`src/rtl/ps2_port.sv`:
```
// ps2_port: PS/2 keyboard receiver with scancode FIFO, sticky status flags and not-empty irq.
// Optional PS2_BREAK_FILTER_EN drops F0-prefixed break codes so only make codes are queued.
module ps2_port #(
  parameter int FIFO_AW = 2,
  parameter int TIMEOUT = 20000
) (
  input  logic       clk,
  input  logic       rst,
  input  logic       ps2_clk,
  input  logic       ps2_dat,
  input  logic       RD_Data,
  input  logic       WR_Stat,
  output logic [7:0] data_out,
  output logic [7:0] status_out,
  output logic       irq
);
  localparam int TW = $clog2(TIMEOUT + 1);
  localparam logic [FIFO_AW:0] DEPTH = (FIFO_AW + 1)'(1 << FIFO_AW);
  typedef enum logic [1:0] {IDLE, DATA, PARITY, STOP} state_t;
  state_t state_q, state_d;
  logic [2:0] sclk_q;
  logic [1:0] sdat_q;
  logic [2:0] bitcnt_q, bitcnt_d;
  logic [7:0] shreg_q, shreg_d;
  logic par_q, par_d, push_q, push_d;
  logic [TW-1:0] timer_q, timer_d;
  logic fall, dat, tout, accept, perr_set, ferr_set;
  logic [7:0] mem_q [1 << FIFO_AW];
  logic [FIFO_AW-1:0] rd_q, wr_q;
  logic [FIFO_AW:0] cnt_q, cnt_d;
  logic ovf_q, perr_q, ferr_q, full, do_push, do_pop, ovf_set;
`ifdef PS2_BREAK_FILTER_EN
  logic brk_q, brk_d;
`endif
  // sclk_q[2] holds the previous synchronised clock for edge detection
  assign fall = sclk_q[2] & ~sclk_q[1];
  assign dat = sdat_q[1];
  assign tout = state_q != IDLE && !fall && timer_q == TW'(TIMEOUT - 1);
  always_comb begin
    state_d = state_q;
    bitcnt_d = bitcnt_q;
    shreg_d = shreg_q;
    par_d = par_q;
    accept = 1'b0;
    perr_set = 1'b0;
    ferr_set = 1'b0;
    timer_d = (state_q == IDLE || fall || tout) ? '0 : timer_q + 1'b1;
    if (tout) begin
      state_d = IDLE;
      ferr_set = 1'b1;
    end else if (fall) begin
      case (state_q)
        IDLE: begin
          state_d = dat ? IDLE : DATA;
          bitcnt_d = 3'd0;
        end
        DATA: begin
          shreg_d = {dat, shreg_q[7:1]};
          bitcnt_d = bitcnt_q + 3'd1;
          state_d = bitcnt_q == 3'd7 ? PARITY : DATA;
        end
        PARITY: begin
          par_d = dat;
          state_d = STOP;
        end
        default: begin
          state_d = IDLE;
          perr_set = ~^{shreg_q, par_q};
          ferr_set = ~dat;
          accept = dat & ^{shreg_q, par_q};
        end
      endcase
    end
`ifdef PS2_BREAK_FILTER_EN
    brk_d = tout ? 1'b0 : accept ? (!brk_q && shreg_q == 8'hF0) : brk_q;
    push_d = accept && !brk_q && shreg_q != 8'hF0;
`else
    push_d = accept;
`endif
  end
  assign full = cnt_q == DEPTH;
  assign irq = cnt_q != '0;
  assign do_pop = RD_Data && irq;
  assign do_push = push_q && (!full || do_pop);
  assign ovf_set = push_q && full && !RD_Data;
  assign cnt_d = (do_push && !do_pop) ? cnt_q + 1'b1 : (do_pop && !do_push) ? cnt_q - 1'b1 : cnt_q;
  assign data_out = irq ? mem_q[rd_q] : 8'h00;
  assign status_out = {3'(cnt_q), ferr_q, perr_q, ovf_q, full, irq};
  always_ff @(posedge clk) begin
    if (!rst) begin
      sclk_q <= '1;
      sdat_q <= '1;
      state_q <= IDLE;
      bitcnt_q <= '0;
      shreg_q <= '0;
      par_q <= 1'b0;
      timer_q <= '0;
      push_q <= 1'b0;
      rd_q <= '0;
      wr_q <= '0;
      cnt_q <= '0;
      ovf_q <= 1'b0;
      perr_q <= 1'b0;
      ferr_q <= 1'b0;
    end else begin
      sclk_q <= {sclk_q[1:0], ps2_clk};
      sdat_q <= {sdat_q[0], ps2_dat};
      state_q <= state_d;
      bitcnt_q <= bitcnt_d;
      shreg_q <= shreg_d;
      par_q <= par_d;
      timer_q <= timer_d;
      push_q <= push_d;
      rd_q <= do_pop ? rd_q + 1'b1 : rd_q;
      wr_q <= do_push ? wr_q + 1'b1 : wr_q;
      cnt_q <= cnt_d;
      ovf_q <= ovf_set | (ovf_q & ~WR_Stat);
      perr_q <= perr_set | (perr_q & ~WR_Stat);
      ferr_q <= ferr_set | (ferr_q & ~WR_Stat);
    end
  end
`ifdef PS2_BREAK_FILTER_EN
  always_ff @(posedge clk) brk_q <= !rst ? 1'b0 : brk_d;
`endif
  always_ff @(posedge clk) if (do_push) mem_q[wr_q] <= shreg_q;
endmodule

```
`config.mk`:
```
export PLATFORM = sky130hd
export DESIGN_NAME = ps2_port
export DESIGN_NICKNAME = d
export VERILOG_FILES = /design/src/rtl/ps2_port.sv
export SDC_FILE = /design/constraint.sdc
export NUM_CORES = 1
export LEC_CHECK = 0
export ABC_AREA = 0
export CAP_MARGIN = 20
export CORE_MARGIN = 5
export CORE_UTILIZATION = 30
export DETAILED_ROUTE_END_ITERATION = 12
export HOLD_SLACK_MARGIN = 0.06
export PLACE_DENSITY = 0.57
export SETUP_SLACK_MARGIN = 0.02
export SLEW_MARGIN = 10
export SYNTH_ARGS = -nofsm -noshare
export SYNTH_HDL_FRONTEND = slang
export SYNTH_SLANG_ARGS = --single-unit
export TNS_END_PERCENT = 5
```
`constraint.sdc`:
```
create_clock -name clk -period 5.63 [get_ports clk]
set_clock_uncertainty 0.2 [all_clocks]
set_input_delay 1.4075 -clock clk [delete_from_list [all_inputs] [get_ports clk]]
set_output_delay 1.4075 -clock clk [all_outputs]
set_load 0.01 [all_outputs]
```
# Word level (Yosys, flattened, before mapping)
# Memory sizes are Yosys's and may differ from the RTL's. A register that Yosys moved wholly into a read port is not among the register bits.
# Cells that the tools add are included.
op_classes:
  addsub: 6
  n_eq_ne: 5
  muxes: 17
  bitwise: 14
  n_reduce_logical: 30
op_table:
  columns: ["op", "n"]
  rows:
  - ["$add 15x1->15 const B", 1]
  - ["$eq 15x15->1 const B", 1]
  - ["$mux 1", 9]
  - ["$reduce_and 3->1", 3]
  - ["$reduce_xnor 9->1", 1]
  - ["$reduce_xor 9->1", 1]
  - ["$logic_and 1x1->1", 8]
  - ["$mux 8", 1]
  - ["$add 3x1->3 const B", 2]
  - ["$eq 3x3->1 const B", 2]
  - ["$mux 2", 3]
  - ["$mux 3", 2]
  - ["$not 1->1", 6]
  - ["$pmux 2 s3", 1]
  - ["$pmux 3 s2", 1]
  - ["$reduce_bool 2->1", 3]
  - ["$reduce_or 6->1", 1]
  - ["$and 1x1->1", 5]
  - ["$logic_not 1->1", 5]
  - ["$add 2x1->2 const B", 2]
  - ["$reduce_or 2->1", 2]
  - ["$logic_or 1x1->1", 3]
  - ["$or 1x1->1", 3]
  - ["$reduce_bool 3->1", 1]
  - ["5 further kinds", 5]
word_totals:
  register_bits: 45
  ramBits: 32
  in_bits: 6
  output_inout_bits: 17
  mem_count: 1
mem_list:
  columns: ["memory", "words", "word_bits", "read_ports", "rd_clocked_by_memory_dff", "wr", "line_no", "text"]
  rows:
  - ["mem_q", 4, 8, 1, 1, 1, "28", "logic [7:0] mem_q [1 << FIFO_AW];"]

# Depth between registers and ports, before layout
# Gate-level depths: netlist of the first run.
logic_depth:
  depth_word: 8
  mapped_depth: 9
  depth_no_buf: 8

# Worst setup path after synthesis of the first run
# OpenSTA, ideal clock, no wires.
synth_timing:
  path_kind: "in2reg"
  start: "input RD_Data"
  end: "register cnt_q[2]"
  setup_time_ps: 76
  arrival_ps: 2995
  setup_slack_ps: 2360
  stages: 9
  path_buffers: 1
  cell_sequence: "nor4b_1 -> nor2b_1 -> clkbuf_1 -> ha_1 -> inv_1 -> fa_1 -> xor2_1 -> or3_1 -> a21boi_0"
synth_between:
  elab_chain_cells: 6
synth_lines:
  columns: ["item", "line_no", "text"]
  rows:
  - ["start, declared", "11", "input logic RD_Data,"]
  - ["$logic_and 1x1->1 (*)", "83", "assign do_pop = RD_Data && irq;"]
  - ["$logic_or 1x1->1 (*)", "84", "assign do_push = push_q && (!full || do_pop);"]
  - ["$logic_and 1x1->1 (*)", "84", null]
  - ["net do_push", "31", "logic ovf_q, perr_q, ferr_q, full, do_push, do_pop, ovf_set;"]
  - ["$logic_not 1->1", "86", "assign cnt_d = (do_push && !do_pop) ? cnt_q + 1'b1 : (do_pop && !do_push) ? cnt_q - 1'b1 : cnt_q;"]
  - ["$logic_and 1x1->1", "86", null]
  - ["$reduce_bool 2->1 (no source line)", null, null]
  - ["end signal, assigned", "116", "cnt_q <= cnt_d;"]
  - ["end, declared", "30", "logic [FIFO_AW:0] cnt_q, cnt_d;"]
# Mark *: on every way through the listed nets, which the timed path passes. The rest lies on a longest branch.
# A chain may end at the register's enable or synchronous reset.

==> results by group, run 1 <==
Routing
  • Via Count: 2026
  • Drt drc: 0
  • Met1 WL: 2.58 mm
  • DRT Pass-1 Iters: 4
  • Met3 WL: 220 microns
  • DR iter-0 viols: 95
  • ANT nets after route: 0
  • Vias/cell: 4.53
  • Top layer in use: met4
  • WL per Instance: 12.8 microns
  • Drt total wl: 5.70 mm
  • DR WL met2: 2.83 mm

Yosys
  • Post-synthesis async set-or-reset flop share: 0%
  • Number of flops mapped to enable cells by yosys: 32
  • Syn avg cell area: 11.9 sq um
  • YS warnings: 0
  • Synth Area in XOR/XNOR: 6.08%
  • Synth Area in Simple Gates: 17.3%
  • Commonest cells in the netlist: dfxtp_1, edfxtp_1, nand2_1
  • Mux contribution to synthesized area: 6.19%
  • Yosys cell types: 42
  • Cells after synthesis: 285
  • Post-synthesis adder-cell area fraction: 5.01%
  • Most numerous cell in the Yosys netlist: dfxtp_1
  • Post-synth top area share: 28.3%
  • Largest family of logic cells by synthesized area: simple AND/OR/NAND/NOR gates
  • Post-synthesis sequential area ratio: 56.0%
  • Syn_nets: 304
  • Compound-cell area share of the yosys netlist: 6.04%
  • Synth area leaders: edfxtp_1, dfxtp_1, mux4_2, ha_1, and2_1
  • Main synth FF type: dfxtp_1
  • Mapped cell area: 3400 sq um
  • Synth Register Bits: 79
  • Area leader, netlist: edfxtp_1

STA
  • Final hold vios: 0
  • Slack of the critical path: 1.79 ns
  • Min cycle time layout: 3.84 ns
  • Slew Viols, Final: 0
  • Final setup fails: 0
  • Worst Tran Pin Value: 0.943 ns
  • F_max: 0.260 GHz
  • RSZ-0062 raised after global routing: false
  • Crit share post-route: 68.2%
  • Rel. slew slack: 37.0%
  • Hold slack: 0.208 ns
  • Setup_tns: 0 ns

Hold path
  • Worst Hold Class: reg -> reg
  • Hold Path Origin: sclk_q[0]$_SDFF_PN1_

Clock tree
  • CTS Buf Count: 9
  • Worst-path clk slew: 0.06 ns
  • Worst-Skew Late Latency: 0.33 ns
  • # resized after CTS: 0
  • Root Driver: clkbuf_16
  • CTS tree: yes
  • Post-CTS Hold Fix Bufs: 0
  • H-tree depth: 3
  • Post-CTS Setup Bufs: 0
  • CTS Buffer Depth: 2
  • Clock sink count: 79

Worst setup path
  • R2R Path Start: cnt_q[0]$_SDFFE_PN0P_
  • Crit-path max FO: 8
  • Startpoint types: register
  • Slowest stage delay, CP: 0.69 ns
  • CP endpoint kind: primary output
  • WP buf/inv: 1
  • CP delay by family, top: flip-flops
  • Critical-path top delay cell: dfxtp_1
  • Setup CP Type: reg -> out
  • Critical Path RT: 4.02 ns
  • Crit path DAT: 2.23 ns
  • CP cell instances: mux4_2, and2_1, clkdlybuf4s50_1

Pwr
  • Leak pwr: 0.00135 uW
  • PD cells: 379 nW/um^2
  • Peak supply drop: 0.000228 V
  • Total power: 1510 uW

Floorplanning
  • IO Count: 23
  • # rows: 38
  • Total Die Area: 13600 sq um
  • Starting Density: 30.9%
  • Core Area: 11000 sq um
  • Die X: 116 microns
  • Die Ht: 116 microns

Final layout
  • Fillers: 1077
  • Nets: 321
  • Antenna cells: 0
  • Layout Cells excl Fill: 447
  • Area Overhead vs Synth: 17.5%
  • Share of cells above drive strength 1: 8.79%

Global routing
  • First-pass GRT wire length: 9.56 mm
  • Via count of the first global-routing pass: 1943
  • Largest net degree at the start of global routing: 32
  • GRT Resource Usage Total: 9.35%
  • Initial antenna violation count: 0
  • Gr ovfl total: 0

Place
  • Post-Place Setup Slack: 1.56 ns
  • Port bufs: 22
  • Dpl cells: 431
  • Final GP Congestion: 0.684
  • Dpl hpwl: 3.89 mm

Flow run
  • Max cap viols: 0

Outcome
  • Status: finished, final reports clean
-- logic make-up (layout without fill, tap and decap cells) --
logic type | Yosys count | count (layout)
AO/OA/AOI/OAI | 29 | 29
XOR/XNOR | 22 | 22
adder cells (fa/ha/maj) | 13 | 13
buffers and inverters | 25 | 47
flip-flops | 79 | 79
multiplexers | 11 | 11
AND/OR/NAND/NOR | 106 | 106
-- layout by cell type (no fill, tap or decap), drive strengths merged, types with 10 or more instances in the layout --
master,n
dfxtp,47
and2,19
edfxtp,32
clkdlybuf4s50,22
nor2,11
xnor2,12
inv,12
ha,12
nand2,28
a21boi,10
-- through the flow --
step | instance area [sq um] | util (%)
floorplan | 3400 | -
global placement | 3710 | 33.8
detailed placement | 3710 | 33.8
CTS | 3990 | 36.3
global route | 3990 | 36.3
finish | 3990 | 36.3
-- path summary, 6_finish.rpt --
| path | end | slack (ns) | depth (start not counted) |
|---|---|---|---|
| setup / recovery | data_out[6] | 1.79 | 3 |
| hold / removal | sclk_q[1]$_SDFF_PN1_ | 0.21 | 1 |
| setup reg to reg | cnt_q[2]$_SDFFE_PN0P_ | 2.96 | 8 |
| hold reg to reg | sclk_q[1]$_SDFF_PN1_ | 0.21 | 1 |
-- registers in the layout, indices dropped and copies added, names as in the netlist, named ones only --
register / cells
mem_q: 32
timer_q: 15
shreg_q: 8
bitcnt_q: 3
cnt_q: 3
sclk_q: 3
rd_q: 2
sdat_q: 2
state_q: 2
wr_q: 2
ferr_q: 1
ovf_q: 1
par_q: 1
perr_q: 1
push_q: 1
-- worst register-to-register path, cell delays in order (launching register included) --
cell and delay [ns]:
dfxtp_1 0.38, or3_1 0.55, nand2_1 0.18, ha_1 0.19
inv_1 0.06, fa_1 0.37, xor2_1 0.17, or3_1 0.30
a21boi_0 0.18
-- report_power, final --
part / internal, uW / leakage [uW] / switching [uW]
Combinational: 203 / 0.000543 / 128
Clock: 303 / 0.000134 / 229
Sequential: 611 / 0.000677 / 40.3
Total: 1120 / 0.00135 / 397
-- cell type report --
| type | instances | area (sq um) | share of cell area, % |
|---|---|---|---|
| clock buffers | 9 | 225 | 5.64 |
| clock inverters | 7 | 55.1 | 1.38 |
| inverters | 9 | 33.8 | 0.846 |
| multi-input cells | 181 | 1380 | 34.6 |
| flip-flops and latches | 79 | 1900 | 47.6 |
| well taps | 140 | 175 | 4.39 |
| repair buffers | 22 | 220 | 5.52 |
-- layer usage --
metal	global-route usage (%)	vias up
li1	-	1037
met1	11.2	956
met2	15.2	25
met3	3.32	8
met4	3.94	0
met5	0	-
Note: power is estimated with default switching activity, not from simulation.
==> run 2: changes to the inputs <==
- clock period: 5.63 -> 3.6 ns (I/O delays scaled with it)
==> results by group, run 2 (synthesis results as in run 1) <==
Outcome
  • Status: finished, final reports clean

Routing
  • Top layer in use: met4
  • Via Count: 2037
  • Drt drc: 0
  • ANT nets after route: 0
  • DR WL met2: 2.91 mm
  • Vias/cell: 4.52
  • DRT Pass-1 Iters: 4
  • WL per Instance: 13.1 microns
  • Drt total wl: 5.89 mm
  • DR iter-0 viols: 87
  • Met1 WL: 2.69 mm
  • Met3 WL: 208 microns

Final layout
  • Core Util, Final: 36.6%
  • Share of cells above drive strength 1: 9.97%
  • Area Overhead vs Synth: 18.3%
  • Nets: 325
  • Commonest cells after routing, fill and taps aside: dfxtp_1, edfxtp_1, nand2_1, clkdlybuf4s50_1, and2_1
  • Top Registers: mem_q: 32 flops, timer_q: 15 flops, shreg_q: 8 flops
  • Antenna cells: 0
  • Most flop-heavy register: mem_q
  • Number of flip-flops in the largest register: 32
  • Commonest non-fill, non-tap cell in the layout: dfxtp_1

Worst setup path
  • CP endpoint kind: primary output
  • Critical-path top delay cell: mux4_2
  • CP delay by family, top: buffers and inverters
  • Startpoint types: register
  • CP cell instances: buf_4, mux4_2, and2_1, clkdlybuf4s50_1
  • Crit-path max FO: 8
  • R2R Path Start: cnt_q[0]$_SDFFE_PN0P_
  • Critical Path RT: 2.50 ns
  • Reg-to-reg endpoint: cnt_q[2]$_SDFFE_PN0P_
  • FF-to-FF path depth: 8
  • Setup CP Type: reg -> out
  • WP buf/inv: 2
  • Crit path DAT: 2.00 ns
  • Slowest stage delay, CP: 0.51 ns
  • Register-to-Register Setup Slack: 0.91 ns

Clock tree
  • Clock sink count: 79
  • CTS tree: yes
  • Worst-path clk slew: 0.06 ns
  • Post-CTS Hold Fix Bufs: 0
  • Worst-Skew Late Latency: 0.33 ns
  • H-tree depth: 3
  • CTS Buffer Depth: 2
  • CTS Buf Count: 9
  • Root Driver: clkbuf_16
  • Post-CTS Setup Bufs: 0
  • # resized after CTS: 0

Floorplanning
  • Starting Density: 30.9%
  • Core Area: 11000 sq um
  • Total Die Area: 13600 sq um
  • Die Ht: 116 microns
  • IO Count: 23
  • Die X: 116 microns
  • # rows: 38

STA
  • Rel. slew slack: 70.2%
  • RSZ-0062 raised after global routing: false
  • Hold slack: 0.207 ns
  • Final hold vios: 0
  • Setup_tns: 0 ns
  • F_max: 0.323 GHz
  • Slew Viols, Final: 0
  • Crit share post-route: 86.0%
  • Min cycle time layout: 3.10 ns
  • Worst Tran Pin Value: 0.447 ns
  • Final setup fails: 0

Hold path
  • Hold Path Origin: sclk_q[0]$_SDFF_PN1_
  • Worst Hold Class: reg -> reg
  • Worst hold stages: 1
  • Worst Hold Path EP: sclk_q[1]$_SDFF_PN1_

Pwr
  • Leak pwr: 0.00137 uW
  • PD cells: 596 nW/um^2
  • Peak supply drop: 0.000375 V

Global routing
  • Gr ovfl total: 0
  • Via count of the first global-routing pass: 2100
  • Largest net degree at the start of global routing: 21
  • GRT Resource Usage Total: 9.78%
  • First-pass GRT wire length: 10.2 mm
  • Initial antenna violation count: 0

Place
  • Final GP Congestion: 0.762
  • Dpl hpwl: 4.03 mm
  • Port bufs: 22

Flow run
  • Max cap viols: 0
[run 2: changes by cell type in the layout (fill, tap and decap cells not counted)]
| cell | before | now |
|---|---|---|
| buf_4 | 0 | 4 |
[run 2: final cells by class]
cell class | count | area [sq um]
clock buffer | 9 | 225
clock inverter | 7 | 55.1
fill | 1081 | 6960
inverter | 9 | 33.8
multi-input combinational | 181 | 1380
sequential | 79 | 1900
tap | 140 | 175
timing repair buffer | 26 | 250
[run 2: how the worst max path moves through the flow]
stage,startpoint,endpoint,slack [ns],cells past startpoint
3_3_place_gp,RD_Data,cnt_q[2]$_SDFFE_PN0P_,0.46,9
5_1_grt,register,data_out[4],0.40,4
3_5_place_dp,RD_Data,cnt_q[2]$_SDFFE_PN0P_,0.35,9
6_report,register,data_out[6],0.50,4
4_1_cts,register,data_out[7],0.46,4
2_1_floorplan,RD_Data,cnt_q[2]$_SDFFE_PN0P_,0.84,9
[run 2: worst register-to-register path, cell delays in order, from the launching register on]
cell      delay, ns
dfxtp_1        0.38
or3_1          0.57
nand2_1        0.20
ha_1           0.21
inv_1          0.07
fa_1           0.37
xor2_1         0.18
or3_1          0.29
a21boi_0       0.16
[run 2: routing by layer]
layer  global-route usage [%]  vias up
met5                        0        -
met1                     11.3      975
met2                     16.8       19
li1                         -     1035
met4                     3.48        0
met3                     3.37        8
[run 2: where the power goes]
group / internal, uW / switching [uW] / total [uW]
combinational: 325 / 230 / 556
clock: 474 / 374 / 847
sequential: 956 / 38.8 / 994
[run 2: through the flow]
stage	cell area (sq um)	cells	worst slack (ns)	power (uW)
floorplan	3400	285	0.837	1330
global placement	3740	435	0.457	1570
detailed placement	3740	435	0.348	1580
CTS	4020	451	0.463	2440
global route	4020	451	0.403	2540
finish	4020	451	0.502	2400
==> run 3: changes to the inputs <==
- SLEW_MARGIN: 10 -> 20
==> results of run 3 <==
The final DEF is identical to that of run 2; final timing and power are the same.
==> RTL change 1 (flow settings as in run 3) <==
Take the reset off `shreg_q` and load it in a clocked block of its own.
--- a/src/rtl/ps2_port.sv
+++ b/src/rtl/ps2_port.sv
@@ -94,3 +94,2 @@
       bitcnt_q <= '0;
-      shreg_q <= '0;
       par_q <= 1'b0;
@@ -109,3 +108,2 @@
       bitcnt_q <= bitcnt_d;
-      shreg_q <= shreg_d;
       par_q <= par_d;
@@ -121,2 +119,6 @@
   end
+
+  always_ff @(posedge clk) begin
+    shreg_q <= shreg_d;
+  end
 `ifdef PS2_BREAK_FILTER_EN
Function: same outputs for any inputs over 10 cycles, from zero or initial values and one cycle with rst low; that may be too few to reach the edited logic, so the function may still have changed.
==> RTL change 1 against run 3 <==
- global-route usage shrank 0.35 points
- first-iteration DRC count rose by 10%
- routed wire length fell by 6.2%
- sequential cell count unchanged
- synthesized cell count down 8.8%
- setup slack lost 0.032 ns
- critical path type unchanged
- power down 4.8%
- synthesized area shrank 2.1%
- cell area fell by 3.0%
- via count decreased by 7.7%
==> RTL change 1: results (changes against run 3) <==
outcome=completed; clock transition at the registers of the reported paths=0.08 ns (+0.02 ns); Synth Area in Compound Gates=3.01% (-3.0 points); relative slew slack=54.3% (-16 points); largest registers ranked by flip-flop count=mem_q: 32 flops, timer_q: 15 flops, shreg_q: 8 flops; GR Util All Layers=9.44% (-0.35 points); number of enable-type register cells in the synthesized netlist=40 (+25%); xor-xnor portion of the synthesized cell area=7.00% (+0.92 points); number of global-route vias before repair=1902 (-9.4%); final weighted congestion in routability-driven placement=0.772 (+1.3%); Via-to-Cell Ratio=4.39 (-2.7%); total nets after synthesis=279 (-8.2%); average wire length per cell after detail routing=12.9 um (-1.2%); top cells by count, synth=sky130_fd_sc_hd__edfxtp_1, sky130_fd_sc_hd__dfxtp_1, sky130_fd_sc_hd__xnor2_1; clk_lat worst skew=0.36 ns (+0.03 ns); Starting DRT DRC Count=96 (+10%); Arr. time, crit path=2.03 ns (+0.03 ns); Cell Area, Placed=0.00368 sq mm (-1.7%); Leakage=1.28 nW (-6.8%); wire length of the first global-routing pass=9560 um (-6.4%); multiplexer share of the synthesized area=6.32% (+0.13 points); worst-case vdd ir drop=402 uV (+7.1%); Layout Cells excl Fill=428 (-5.1%); adder and majority gate portion of the synthesized area=5.12% (+0.11 points); count of different cell masters after synthesis=38 (-9.5%); number of nets in the finished design=302 (-7.1%); biggest area contributors in the synthesized netlist=sky130_fd_sc_hd__edfxtp_1, sky130_fd_sc_hd__dfxtp_1, sky130_fd_sc_hd__mux4_2; total half-perimeter wirelength after legalization and detailed placement=3800 um (-5.5%); worst slack after detailed placement=0.345 ns (-0.00279 ns); maximum number of pins on one net before global-route repair=17 (-19%); post-synthesis cell count=260 (-8.8%); sequential cell area fraction in the yosys report=59.6% (+3.6 points); cell count after placement=412 (-5.3%); classification of the worst-slack hold path=reg2reg; share of layout cells above drive strength 1=9.38% (-0.59 points); root buffer cell=sky130_fd_sc_hd__clkbuf_8
RTL change 1: cell count changes in the layout (fill, tap and decap cells not counted), sizes merged, moves of 3 or more:
cell,run 3,this run
nand2,28,10
a21boi,10,2
dfxtp,47,39
edfxtp,32,40
xnor2,12,18
nand3,6,10
nor3,4,8
a21oi,5,2
nor2,11,14
nor4,1,4
xor2,9,6
RTL change 1: worst paths after layout:
check	endpoint	slack, ns	depth (start not counted)
worst max-delay path	data_out[3]	0.47	4
worst min-delay path	sclk_q[1]	0.21	1
worst max register to register	cnt_q[2]	0.89	8
worst min register to register	sclk_q[1]	0.21	1
RTL change 1: critical path: stages (launching register included):
cell and delay [ns]:
sky130_fd_sc_hd__dfxtp_1 0.31, sky130_fd_sc_hd__buf_4 0.20, sky130_fd_sc_hd__mux4_2 0.52, sky130_fd_sc_hd__and2_1 0.17
sky130_fd_sc_hd__clkdlybuf4s50_1 0.47
RTL change 1: kinds of logic (layout without fill, tap and decap cells):
kind of cell,after synthesis,after routing
AO/OA/AOI/OAI,14,14
XOR/XNOR,25,25
adder cells (fa/ha/maj),13,13
buffers and inverters,23,51
flip-flops,79,79
multiplexers,11,11
AND/OR/NAND/NOR,95,95
RTL change 1: layout make-up:
type | instances | area, sq um
clock buffer | 10 | 128
tap | 140 | 175
clock inverter | 6 | 93.8
fill | 1074 | 6940
multi-input combinational | 158 | 1240
timing repair buffer | 26 | 250
sequential | 79 | 1980
inverter | 9 | 33.8
RTL change 1: routing by layer:
metal	track usage, %	routed length [um]
met4	2.82	61
met2	15.2	2640
met1	11.0	2540
met5	0	0
met3	4.95	280
RTL change 1: where the power goes:
group,switching [W],internal [W]
Clock,0.000326,0.000395
Combinational,0.000230,0.000325
Sequential,0.0000375,0.000967
Total,0.000594,0.00169
==> RTL change 2 (settings of run 3) <==
Without the edit above. Add a define of `PS2_BREAK_FILTER_EN`.
--- a/src/rtl/ps2_port.sv
+++ b/src/rtl/ps2_port.sv
@@ -2,2 +2,4 @@
 // Optional PS2_BREAK_FILTER_EN drops F0-prefixed break codes so only make codes are queued.
+`define PS2_BREAK_FILTER_EN
+
 module ps2_port #(
Function: same outputs for any inputs over 10 cycles, from zero or initial values and one cycle with rst low; that may be too few to reach the edited logic, so the function may still have changed.
==> RTL change 2 against run 3 <==
- cell area rose by 3.2%
- global-route usage fell by 0.94 points
- routed wire length decreased by 2.2%
- worst hold slack is essentially flat
- synthesized area rose by 2.1%
- setup slack worse by 0.15 ns
- highest routed layer unchanged
- critical path depth did not move
- critical path type unchanged
- sequential cell count rose by 1
Power is not compared: it rests on default switching activity, and its combinational part moved more than twofold at a synthesized area within 25%.
==> RTL change 2: results (changes against run 3) <==
fraction of registers with async set or reset after synthesis=0% (unchanged); Slowest Stage Delay on Critical Path=0.49 ns (-0.02 ns); number of enable-type register cells in the synthesized netlist=32 (unchanged); GR Util All Layers=8.84% (-0.94 points); postcts setup bufs=0 (unchanged); largest fanout on the critical path=5 (-3); total half-perimeter wirelength after legalization and detailed placement=4080 um (+1.3%); measured slew at the worst slew-check pin=0.682 ns (+0.235 ns); Arr. time, crit path=2.15 ns (+0.15 ns); maximum number of pins on one net before global-route repair=34 (+62%); # fillers=1114 (+3.1%); outcome=completed; ant diodes=0 (unchanged); number of global-route vias before repair=2105 (+0.24%); total nets after synthesis=301 (-0.99%); wire length of the first global-routing pass=10200 um (unchanged); family with the most delay on the worst path=buffers and inverters; clock buffers created by TritonCTS=9 (unchanged); CTS resizes=0 (unchanged); Most used DFF post-synth=sky130_fd_sc_hd__dfxtp_1; number of nets in the finished design=322 (-0.92%); top cells by count, synth=sky130_fd_sc_hd__dfxtp_1, sky130_fd_sc_hd__edfxtp_1, sky130_fd_sc_hd__nor2_1; Starting DRT DRC Count=52 (-40%); classification of the worst-slack hold path=reg2reg; slowest CP cell=sky130_fd_sc_hd__dfxtp_1; count of different cell masters after synthesis=44 (+4.8%); average wire length per cell after detail routing=12.7 um (-3.0%); sequential cell area fraction in the yosys report=55.4% (-0.57 points); biggest area contributors in the synthesized netlist=sky130_fd_sc_hd__dfxtp_1, sky130_fd_sc_hd__edfxtp_1, sky130_fd_sc_hd__mux4_2; share of layout cells above drive strength 1=10.6% (+0.61 points); final weighted congestion in routability-driven placement=0.786 (+3.1%); Via-to-Cell Ratio=4.53 (+0.39%)
[RTL change 2: logic make-up (layout without fill, tap and decap cells)]
kind of cell,Yosys count,after routing,synth area share [%]
AO/OA/AOI/OAI,26,26,4.90
multiplexers,21,21,8.94
XOR/XNOR,22,22,6.35
adder cells (fa/ha/maj),9,9,3.46
flip-flops,80,80,55.4
buffers and inverters,23,49,3.10
AND/OR/NAND/NOR,105,105,17.9
[RTL change 2: final timing paths]
| path | start | cells past startpoint | slack, ns | end |
|---|---|---|---|---|
| worst max-delay path | register | 4 | 0.35 | data_out[2] |
| worst min-delay path | sdat_q[0] | 1 | 0.21 | sdat_q[1] |
| worst max register to register | cnt_q[0] | 8 | 0.99 | cnt_q[2] |
| worst min register to register | sdat_q[0] | 1 | 0.21 | sdat_q[1] |
[RTL change 2: where the power goes]
part / internal (W) / switching (W)
clock network: 0.000620 / 0.000377
logic: 0.0000113 / 0.00000982
registers: 0.000937 / 0.00000241
total: 0.00157 / 0.000389
[RTL change 2: worst register-to-register path, cell delays in order (launching register included)]
cell and delay [ns]:
sky130_fd_sc_hd__dfxtp_1 0.38, sky130_fd_sc_hd__or3_1 0.54, sky130_fd_sc_hd__nand2_1 0.17, sky130_fd_sc_hd__ha_1 0.20, sky130_fd_sc_hd__inv_1 0.06, sky130_fd_sc_hd__fa_1 0.37, sky130_fd_sc_hd__xor2_1 0.16, sky130_fd_sc_hd__or3_1 0.30
sky130_fd_sc_hd__a21boi_0 0.15
[RTL change 2: layer usage]
layer	vias to the layer above	wire, um	GRT usage [%]
met5	-	0	0
met2	22	2740	14.4
met1	972	2820	11.1
li1	1064	-	-
met4	0	53	2.72
met3	5	155	3.08
[RTL change 2: stage by stage]
| step | worst slack [ns] | instances | hold slack [ns] | power [W] | cell area [sq um] |
|---|---|---|---|---|---|
| after floorplan | 0.856 | 286 | 0.186 | 0.000970 | 3470 |
| after global placement | 0.495 | 439 | 0.201 | 0.000981 | 3810 |
| after detailed placement | 0.390 | 439 | 0.192 | 0.000981 | 3810 |
| after CTS | 0.299 | 455 | 0.208 | 0.00198 | 4150 |
| after global routing | 0.203 | 455 | 0.227 | 0.00203 | 4150 |
| final | 0.348 | 455 | 0.207 | 0.00196 | 4150 |
[RTL change 2: layout make-up]
type / instances / share of cell area, %
clock buffer: 9 / 5.43
clock inverter: 7 / 2.65
inverter: 8 / 0.724
multi-input combinational: 183 / 34.7
sequential: 80 / 46.3
tap: 143 / 4.31
timing repair buffer: 25 / 5.85
